--- src/rtl/up_pkg.sv ---
// rtl/up_pkg.sv - shared constants and sizing helper for processor peripheral blocks
//   N_BTN_DEF : default pushbutton count, matches the 4-bit data bus
//   clog2()   : ceiling log2, used to size counters
package up_pkg;

  localparam int N_BTN_DEF = 4;

  // Smallest w with 2**w >= value; returns 0 for value <= 1.
  function automatic int clog2(input longint value);
    int w;
    w = 0;
    for (int i = 0; i < 63; i++) begin
      if ((64'sd1 <<< i) < value) begin
        w = i + 1;
      end
    end
    return w;
  endfunction

endpackage

--- src/rtl/debounce_bit.sv ---
// rtl/debounce_bit.sv - two-flop synchroniser, debounce counter and level register for one button
//   clock  : system clock
//   reset  : synchronous, active-high
//   raw    : asynchronous, bouncing pad input
//   level  : debounced level
//   rise   : high in the cycle whose edge will take level from 0 to 1
module debounce_bit
  import up_pkg::*;
#(
  parameter int DEBOUNCE_CYCLES = 50000
) (
  input  logic clock,
  input  logic reset,
  input  logic raw,
  output logic level,
  output logic rise
);

  localparam int CNT_W_RAW = clog2(DEBOUNCE_CYCLES);
  localparam int CNT_W     = (CNT_W_RAW < 1) ? 1 : CNT_W_RAW;
  localparam logic [CNT_W-1:0] CNT_MAX = CNT_W'(DEBOUNCE_CYCLES - 1);

  logic             s1;
  logic             s2;
  logic [CNT_W-1:0] cnt;
  logic             accept;

  // The new level is accepted on the edge where the count is already at its
  // maximum and s2 still disagrees, so the counter never exceeds CNT_MAX.
  assign accept = (s2 != level) && (cnt == CNT_MAX);
  assign rise   = accept && s2;

  always_ff @(posedge clock) begin
    if (reset) begin
      s1    <= 1'b0;
      s2    <= 1'b0;
      cnt   <= '0;
      level <= 1'b0;
    end else begin
      s1 <= raw;
      s2 <= s1;
      if (s2 == level) begin
        // Any glitch back to the current level restarts qualification.
        cnt <= '0;
      end else if (accept) begin
        level <= s2;
        cnt   <= '0;
      end else begin
        cnt <= cnt + CNT_W'(1);
      end
    end
  end

endmodule

--- src/rtl/pushbutton_conditioner.sv ---
// rtl/pushbutton_conditioner.sv - debounced pushbutton port with sticky press/overrun flags
//   clock       : system clock, shared with the processor
//   reset       : synchronous, active-high
//   btn_raw     : raw pad inputs, active-high
//   rd_strobe   : processor read of the port; clears event and overrun flags
//   btn_level   : debounced levels
//   btn_event   : sticky debounced rising-edge flags
//   overrun     : sticky flag, press arrived while the event was still unread
//   pushbuttons : value presented to the processor (events or levels)
module pushbutton_conditioner
  import up_pkg::*;
#(
  parameter int N_BTN           = N_BTN_DEF,
  parameter int DEBOUNCE_CYCLES = 50000,
  parameter int STICKY          = 1
) (
  input  logic             clock,
  input  logic             reset,
  input  logic [N_BTN-1:0] btn_raw,
  input  logic             rd_strobe,
  output logic [N_BTN-1:0] btn_level,
  output logic [N_BTN-1:0] btn_event,
  output logic [N_BTN-1:0] overrun,
  output logic [N_BTN-1:0] pushbuttons
);

  logic [N_BTN-1:0] rise;
  logic [N_BTN-1:0] rd_mask;

  assign rd_mask = {N_BTN{rd_strobe}};

  for (genvar i = 0; i < N_BTN; i++) begin : g_btn
    debounce_bit #(
      .DEBOUNCE_CYCLES(DEBOUNCE_CYCLES)
    ) u_debounce (
      .clock(clock),
      .reset(reset),
      .raw  (btn_raw[i]),
      .level(btn_level[i]),
      .rise (rise[i])
    );
  end

  // A rise coinciding with a read sets the event (the read consumed the old
  // one) and is not an overrun.
  always_ff @(posedge clock) begin
    if (reset) begin
      btn_event <= '0;
      overrun   <= '0;
    end else begin
      btn_event <= rise | (btn_event & ~rd_mask);
      overrun   <= (rise & btn_event & ~rd_mask) | (overrun & ~rd_mask);
    end
  end

  if (STICKY != 0) begin : g_sticky
    assign pushbuttons = btn_event;
  end else begin : g_level
    assign pushbuttons = btn_level;
  end

endmodule

--- config.mk ---
export PLATFORM = sky130hd
export DESIGN_NAME = pushbutton_conditioner
export DESIGN_NICKNAME = d
export VERILOG_FILES = /design/src/rtl/up_pkg.sv /design/src/rtl/debounce_bit.sv /design/src/rtl/pushbutton_conditioner.sv
export SDC_FILE = /design/constraint.sdc
export NUM_CORES = 1
export LEC_CHECK = 0
export ABC_AREA = 1
export ABC_CLOCK_PERIOD_IN_PS = 3900
export BUFFER_PORTS_ARGS = -buffer_cell sky130_fd_sc_hd__clkbuf_2
export CAP_MARGIN = 5
export CELL_PAD_IN_SITES_DETAIL_PLACEMENT = 1
export CELL_PAD_IN_SITES_GLOBAL_PLACEMENT = 2
export CORE_MARGIN = 1.5
export CORE_UTILIZATION = 39
export DETAILED_ROUTE_END_ITERATION = 7
export GPL_ROUTABILITY_DRIVEN = 1
export GPL_TIMING_DRIVEN = 0
export PLACE_DENSITY_LB_ADDON = 0.12
export SYNTH_ARGS = -nofsm -noshare
export SYNTH_HDL_FRONTEND = slang
export SYNTH_HIERARCHICAL = 1
export SYNTH_SLANG_ARGS = --single-unit
export TNS_END_PERCENT = 30
--- constraint.sdc ---
create_clock -name clock -period 3.9 [get_ports clock]
set_clock_uncertainty 0.2 [all_clocks]
set_input_delay 0.78 -clock clock [delete_from_list [all_inputs] [get_ports clock]]
set_output_delay 0.78 -clock clock [all_outputs]
set_load 0.005 [all_outputs]
==> results by group, run 1 <==
Setup path
  – Crit path max-delay cell type: dfxtp_1
  – CP max stage delay: 420 ps
  – Worst r2r src: g_btn[0].u_debounce/cnt[0]$_SDFF_PP0_
  – CP max FO: 4
  – WP buf/inv: 2
  – Largest delay share family, worst path: flip-flops
  – R2R depth: 7
  – Worst reg-to-reg setup slack: 2230 ps
  – Worst setup path class: reg2out
  – CP Cell Sequence: buf_4, clkbuf_2
  – Crit path arrival time: 990 ps
  – CP Capture Type: primary output
  – CP required: 2920 ps
  – Worst R2R End: g_btn[0].u_debounce/cnt[2]$_SDFF_PP0_
  – Startpoint type of the worst setup path: flop

Power
  – Switching Share: 0.227
  – Pint: 1.12 mW
  – Sequential share of power: 0.598
  – Peak supply drop: 0.163 mV
  – Sw power: 0.328 mW
  – Combinational power share: 0.019
  – PwrDens: 319 mW/mm^2
  – Leakage: 1.69 nW
  – Clock network power share: 0.382

Clock network
  – Hold Buf Count CTS: 0
  – Clock slew seen by the registers of the worst setup and hold paths: 90 ps
  – Setup bufs post-CTS: 0
  – Bufs on Longest Clock Path: 2
  – Root Buffer: clkbuf_8
  – Worst skew pair latency: 350 ps
  – TritonCTS clock tree: built
  – Clk sinks: 84
  – TritonCTS Buffers: 9
  – Resized Gates After CTS: 0
  – H-tree levels: 3

Synthesis
  – Syn avg cell area: 7.81 um^2
  – Mapped Nets: 533
  – Seq cells post-synth: 84
  – Top-area cell type share of the netlist area: 0.412
  – Most common cell in the netlist: nand2_1
  – Yosys cell types: 23
  – Ys async rst share: 0
  – Mapped Area: 0.00408 mm^2
  – Synth area leaders: dfxtp_1 (41%), nand2_1 (10%), nor2_1 (8.1%), xor2_1 (6.9%), inv_1 (6.0%)
  – Mapped Cells: 522
  – Post-synth top cells: nand2_1 (112), nor2_1 (88), dfxtp_1 (84)
  – Yosys top cell by area: dfxtp_1
  – EDFF count, synth: 0
  – Dominant register cell in the synthesized netlist: dfxtp_1
  – Ys Warns: 6
  – Register area share after synthesis: 0.412

Worst hold path
  – Worst Hold End: g_btn[2].u_debounce/s2$_SDFF_PP0_
  – Hold Path Stages: 2
  – Hold Crit Start: g_btn[2].u_debounce/s1$_SDFF_PP0_
  – Min-Delay Path Class: reg2reg

Floorplan
  – IO Count: 23
  – Rows: 37
  – Die Wd: 105 um
  – Die area: 0.0111 mm^2
  – Die Y: 105 um
  – Starting Density: 0.399
  – Core area: 0.0102 mm^2

Routing
  – WL final: 8.35 mm
  – Drt drc: 0
  – Drt via density: 4.64
  – Routed Antenna Nets: 0
  – Routed vias: 3,227
  – Routed len/inst: 12.0 um
  – DR iter-0 viols: 69
  – Pre-antenna DRT Iters: 4

Job
  – Max_cap viols: 0

STA
  – Final min period: 1970 ps
  – Max-slew headroom: 0.714
  – Final setup viols: 0
  – Period utilization: 0.506
  – Peak Freq: 0.507 GHz
  – Final Hold Vio Count: 0
  – Fin. max-slew vios: 0
  – Setup_tns: 0 ps
  – RSZ-0062 raised after global routing: false
  – Slew @ Worst Pin: 430 ps
  – Final WS setup: 1930 ps

GRT
  – Largest net degree at the start of global routing: 22
  – Initial antenna violation count: 0
  – GR Overflow Total: 0
  – Tot GR Track Use: 0.165
  – First-pass GRT wire length: 14.7 mm
  – Vias in the first global route: 3,321

Placement
  – Post-DP HPWL: 6.51 mm
  – Number of port buffers: 22
  – RePlAce Congestion: 0.754
  – DP Worst Slack: 1790 ps

Final layout
  – Layout area overhead: 11.0%
  – Antenna cells: 0
  – Nets: 566
  – Layout cells sized above 1: 0.188
  – Fill count: 1,299

Outcome
  – Status: complete, no violations
[worst max-delay path by stage]
| stage | slack [ps] | from | cells after the start | end |
|---|---|---|---|---|
| 3_5_place_dp | 1790 | reset | 5 | g_btn[3].u_debounce/cnt[5]$_SDFF_PP0_ |
| 2_1_floorplan | 2340 | reset | 4 | g_btn[0].u_debounce/cnt[2]$_SDFF_PP0_ |
| 3_3_place_gp | 1790 | reset | 5 | g_btn[1].u_debounce/cnt[0]$_SDFF_PP0_ |
| 5_1_grt | 1850 | btn_event[3]$_SDFF_PP0_ | 2 | pushbuttons[3] |
| 4_1_cts | 1900 | btn_event[3]$_SDFF_PP0_ | 2 | pushbuttons[3] |
| 6_report | 1930 | btn_event[3]$_SDFF_PP0_ | 2 | pushbuttons[3] |
[layer usage]
metal,wire length (um),up-vias,part of all wire,track usage
met1,3740,1529,0.45,0.193
met4,70,0,0.0084,0.0411
met3,297,5,0.036,0.0482
li1,-,1665,-,-
met2,4240,28,0.51,0.295
met5,0,-,0,0
[per-stage QoR]
stage	util	power, mW	instances	cell area [um^2]	hold slack [ps]
after global placement	0.426	0.913	680	4360	193
after floorplan	-	0.902	522	4080	188
final	0.442	1.44	695	4530	212
after CTS	0.442	1.47	695	4530	215
after detailed placement	0.426	0.914	680	4360	198
after global routing	0.442	1.51	695	4530	237
[cells in the final DEF (no fill, tap or decap), types with 8 or more instances in the layout]
cell type | synthesis | routed
clkbuf_2 | 0 | 22
a21oi_1 | 12 | 12
dfxtp_1 | 84 | 84
nand3_1 | 12 | 12
nor3_1 | 8 | 8
clkbuf_8 | 0 | 10
nand4_1 | 8 | 8
nor2_2 | 17 | 17
nand2_1 | 112 | 112
xor2_1 | 32 | 32
xnor2_1 | 8 | 8
o21bai_1 | 12 | 12
nand3_2 | 12 | 12
nand2_2 | 8 | 8
nor2_4 | 12 | 12
nor2_1 | 88 | 88
inv_1 | 65 | 65
[logic make-up (layout without fill, tap and decap cells)]
kind of cell	after synthesis	in the layout	share of synthesized area
AND/OR/NAND/NOR	293	293	0.366
flip-flops	84	84	0.412
buffers and inverters	73	110	0.0819
XOR/XNOR	40	40	0.0859
AO/OA/AOI/OAI	28	28	0.0417
adder cells (fa/ha/maj)	4	4	0.0123
[area by class of cell]
class	instances	area, um^2	area share
Timing Repair Buffer	22	110	0.0243
Clock buffer	11	141	0.0312
Clock inverter	4	26.3	0.00580
Inverter	65	244	0.0539
Multi-Input combinational cell	365	2060	0.456
Sequential cell	84	1680	0.371
Tap cell	136	170	0.0376
Buffer	8	90.1	0.0199
[flip-flops by register name, indices dropped and copies added (netlist names)]
signal and cells:
g_btn.u_debounce/s1 4, g_btn.u_debounce/s2 4, overrun 4, g_btn.u_debounce/level 4, g_btn.u_debounce/cnt 64, btn_event 4
[power by group through the flow]
stage,Sequential [mW],Combinational (mW),Clock [mW]
2_1_floorplan,0.884,0.0177,0
3_3_place_gp,0.885,0.0286,0
3_5_place_dp,0.885,0.0292,0
4_1_cts,0.865,0.0293,0.579
5_1_grt,0.865,0.0319,0.615
6_report,0.865,0.0279,0.552
[worst min-delay path: stages, from the launching register on]
cell and delay, ps:
dfxtp_1 310, inv_1 40, nor2_1 30
Power figures use the tool's default switching activity.
==> run 2: changes to the inputs <==
--- a/config.mk
+++ b/config.mk
@@ -6,13 +6,13 @@
 export NUM_CORES = 1
 export LEC_CHECK = 0
 export ABC_AREA = 1
-export ABC_CLOCK_PERIOD_IN_PS = 3900
+export ABC_CLOCK_PERIOD_IN_PS = 1800
 export BUFFER_PORTS_ARGS = -buffer_cell sky130_fd_sc_hd__clkbuf_2
 export CAP_MARGIN = 5
 export CELL_PAD_IN_SITES_DETAIL_PLACEMENT = 1
 export CELL_PAD_IN_SITES_GLOBAL_PLACEMENT = 2
 export CORE_MARGIN = 1.5
-export CORE_UTILIZATION = 39
+export CORE_UTILIZATION = 33
 export DETAILED_ROUTE_END_ITERATION = 7
 export GPL_ROUTABILITY_DRIVEN = 1
 export GPL_TIMING_DRIVEN = 0
==> constraint.sdc (replaced) <==
create_clock -name clock -period 1.8 [get_ports clock]
set_clock_uncertainty 0.2 [all_clocks]
set_input_delay 0.36 -clock clock [delete_from_list [all_inputs] [get_ports clock]]
set_output_delay 0.36 -clock clock [all_outputs]
set_load 0.005 [all_outputs]
==> run 2 against run 1 <==
  * Design area up 3.0%
  * Sequential share of layout area decreased by 1.0 points
  * Total power grew to 2.6 times the previous value
  * Combinational power increased by 130%
  * Non-clock buffer count is 1 higher
  * Utilization shrank 5.4 points
  * Clock-buffer cell count increased by 1
  * Cell count grew 1.6%
  * Die area grew 18%
  * Worst setup slack got worse by 1800 ps
  * Critical endpoint is now g_btn[1].u_debounce/cnt[2]$_SDFF_PP0_
==> results by group, run 2 (synthesis results as in run 1) <==
Routing
  – WL final: 8.50 mm
  – Routed len/inst: 12.0 um
  – Pre-antenna DRT Iters: 4
  – Drt drc: 0
  – Drt via density: 4.49
  – Routed vias: 3,168
  – Routed Antenna Nets: 0
  – DR iter-0 viols: 80

Clock network
  – Root Buffer: clkbuf_16
  – TritonCTS Buffers: 9
  – Clk sinks: 84
  – TritonCTS clock tree: built
  – Bufs on Longest Clock Path: 2
  – Setup bufs post-CTS: 0
  – Clock slew seen by the registers of the worst setup and hold paths: 60 ps
  – H-tree levels: 3
  – Worst skew pair latency: 330 ps

Final layout
  – Final Instance Area: 0.00466 mm^2
  – Max reg flops: 64
  – Antenna cells: 0
  – Layout area overhead: 14.3%
  – Commonest non-fill, non-tap cells in the layout: nand2_1 (112), nor2_1 (88), dfxtp_1 (83)
  – Nets: 567
  – Layout cells sized above 1: 0.186
  – Fill count: 1,495
  – Largest Register: g_btn.u_debounce/cnt
  – Most common cell after layout, fill and taps aside: nand2_1

STA
  – Period utilization: 0.930
  – Final min period: 1670 ps
  – Final Hold Vio Count: 0
  – Setup_tns: 0 ps
  – Max-slew headroom: 0.693
  – RSZ-0062 raised after global routing: false
  – Final WS setup: 126 ps
  – Peak Freq: 0.597 GHz
  – Final setup viols: 0
  – Slew @ Worst Pin: 460 ps
  – Fin. max-slew vios: 0

GRT
  – First-pass GRT wire length: 15.1 mm
  – Largest net degree at the start of global routing: 22
  – Initial antenna violation count: 0
  – GR Overflow Total: 0
  – Vias in the first global route: 3,266
  – Tot GR Track Use: 0.145

Setup path
  – CP required: 1830 ps
  – Worst setup path class: reg2reg
  – CP max stage delay: 370 ps
  – Worst reg-to-reg setup slack: 130 ps
  – Critical Path Start: g_btn[1].u_debounce/cnt[0]$_SDFF_PP0_
  – CP Capture Type: flop
  – Startpoint type of the worst setup path: flop
  – CP max FO: 10
  – Worst R2R End: g_btn[1].u_debounce/cnt[2]$_SDFF_PP0_
  – R2R depth: 7
  – Crit path max-delay cell type: dfxtp_1
  – Crit path arrival time: 1700 ps
  – Worst r2r src: g_btn[1].u_debounce/cnt[0]$_SDFF_PP0_
  – CP Cell Sequence: ha_1, nand3_4, nor2_4, nand3_2, nand2_4, buf_8, nor2_1

Power
  – Peak supply drop: 0.276 mV
  – Switching Share: 0.205
  – Sequential share of power: 0.504
  – PwrDens: 798 mW/mm^2
  – Combinational power share: 0.017
  – Sw power: 0.764 mW
  – Pint: 2.96 mW
  – Clock network power share: 0.478
  – Leakage: 1.73 nW

Placement
  – Number of port buffers: 22
  – DP Worst Slack: 89.6 ps
  – Cell Area, Placed: 0.00437 mm^2
  – RePlAce Congestion: 0.761
  – Post-DP HPWL: 6.54 mm

Floorplan
  – Die area: 0.0130 mm^2
  – Die Y: 114 um
  – IO Count: 23
  – Die Wd: 114 um
  – Starting Density: 0.340
  – Rows: 40
  – Core area: 0.0120 mm^2

Worst hold path
  – Hold Path Stages: 3
  – Worst Hold End: g_btn[3].u_debounce/s1$_SDFF_PP0_
  – Min-Delay Path Class: in2reg
  – Hold Crit Start: btn_raw[3]

Job
  – Max_cap viols: 0

Outcome
  – Status: complete, no violations
==> run 2: changes by cell type in the layout (fill, tap and decap cells not counted), moves of 2 or more <==
| cell | change |
|---|---|
| clkbuf_1 | +2 |
| clkbuf_16 | +9 |
| clkinv_2 | -2 |
| clkbuf_8 | -10 |
==> run 2: final cells by class <==
cell class              instances  area (um^2)  area share
flip-flops and latches         84         1680       0.361
repair buffers                 23          120      0.0258
multi-input cells             365         2070       0.443
clock inverters                 2         37.5     0.00805
well taps                     147          184      0.0395
clock buffers                  12          236      0.0507
inverters                      65          244      0.0523
plain buffers                   8         90.1      0.0193
==> run 2: power by group through the flow <==
stage	Clock (mW)	Combinational, mW	Sequential, mW
after floorplan	0	0.0384	1.92
after global placement	0	0.0623	1.92
after detailed placement	0	0.0639	1.92
after global routing	1.93	0.0716	1.88
final	1.78	0.0636	1.88
after CTS	1.85	0.0658	1.88
==> run 2: routing by layer <==
| metal | routed length [um] | vias up | global-route usage |
|---|---|---|---|
| met5 | 0 | - | 0 |
| met4 | 108 | 0 | 0.0600 |
| met3 | 152 | 7 | 0.0270 |
| met2 | 4000 | 18 | 0.241 |
| met1 | 4240 | 1472 | 0.187 |
| li1 | - | 1671 | - |
==> run 2: worst max path at each step <==
stage | cells past startpoint | slack, ps | to
floorplan | 7 | 290 | g_btn[0].u_debounce/cnt[2]$_SDFF_PP0_
global route | 7 | 30 | g_btn[1].u_debounce/cnt[2]$_SDFF_PP0_
detailed placement | 5 | 90 | g_btn[3].u_debounce/cnt[0]$_SDFF_PP0_
finish | 7 | 130 | g_btn[1].u_debounce/cnt[2]$_SDFF_PP0_
CTS | 9 | 90 | overrun[3]$_SDFF_PP0_
global placement | 5 | 110 | g_btn[1].u_debounce/cnt[0]$_SDFF_PP0_
==> run 2: through the flow <==
| step | utilization | power [mW] | hold slack [ps] | std cells |
|---|---|---|---|---|
| 2_1_floorplan | - | 1.95 | 188 | 522 |
| 3_3_place_gp | 0.364 | 1.98 | 192 | 691 |
| 3_5_place_dp | 0.364 | 1.98 | 204 | 691 |
| 4_1_cts | 0.388 | 3.79 | 4.35 | 706 |
| 5_1_grt | 0.388 | 3.88 | 12.9 | 706 |
| 6_report | 0.388 | 3.72 | 17.8 | 706 |
==> run 2: repair_timing <==
| action | in CTS | in global routing |
|---|---|---|
| resized for setup | 0 | 2 |
| endpoints found under the setup margin | 0 | 1 |
| hold buffers | 1 | 0 |
| endpoints found under the hold margin | 1 | 0 |
==> run 2: critical path, delay by kind of cell, from the launching register on <==
family	cells	cell delay (ps)
adder cells (fa/ha/maj)	1	250
buffers and inverters	1	150
flip-flops	1	370
AND/OR/NAND/NOR	5	590
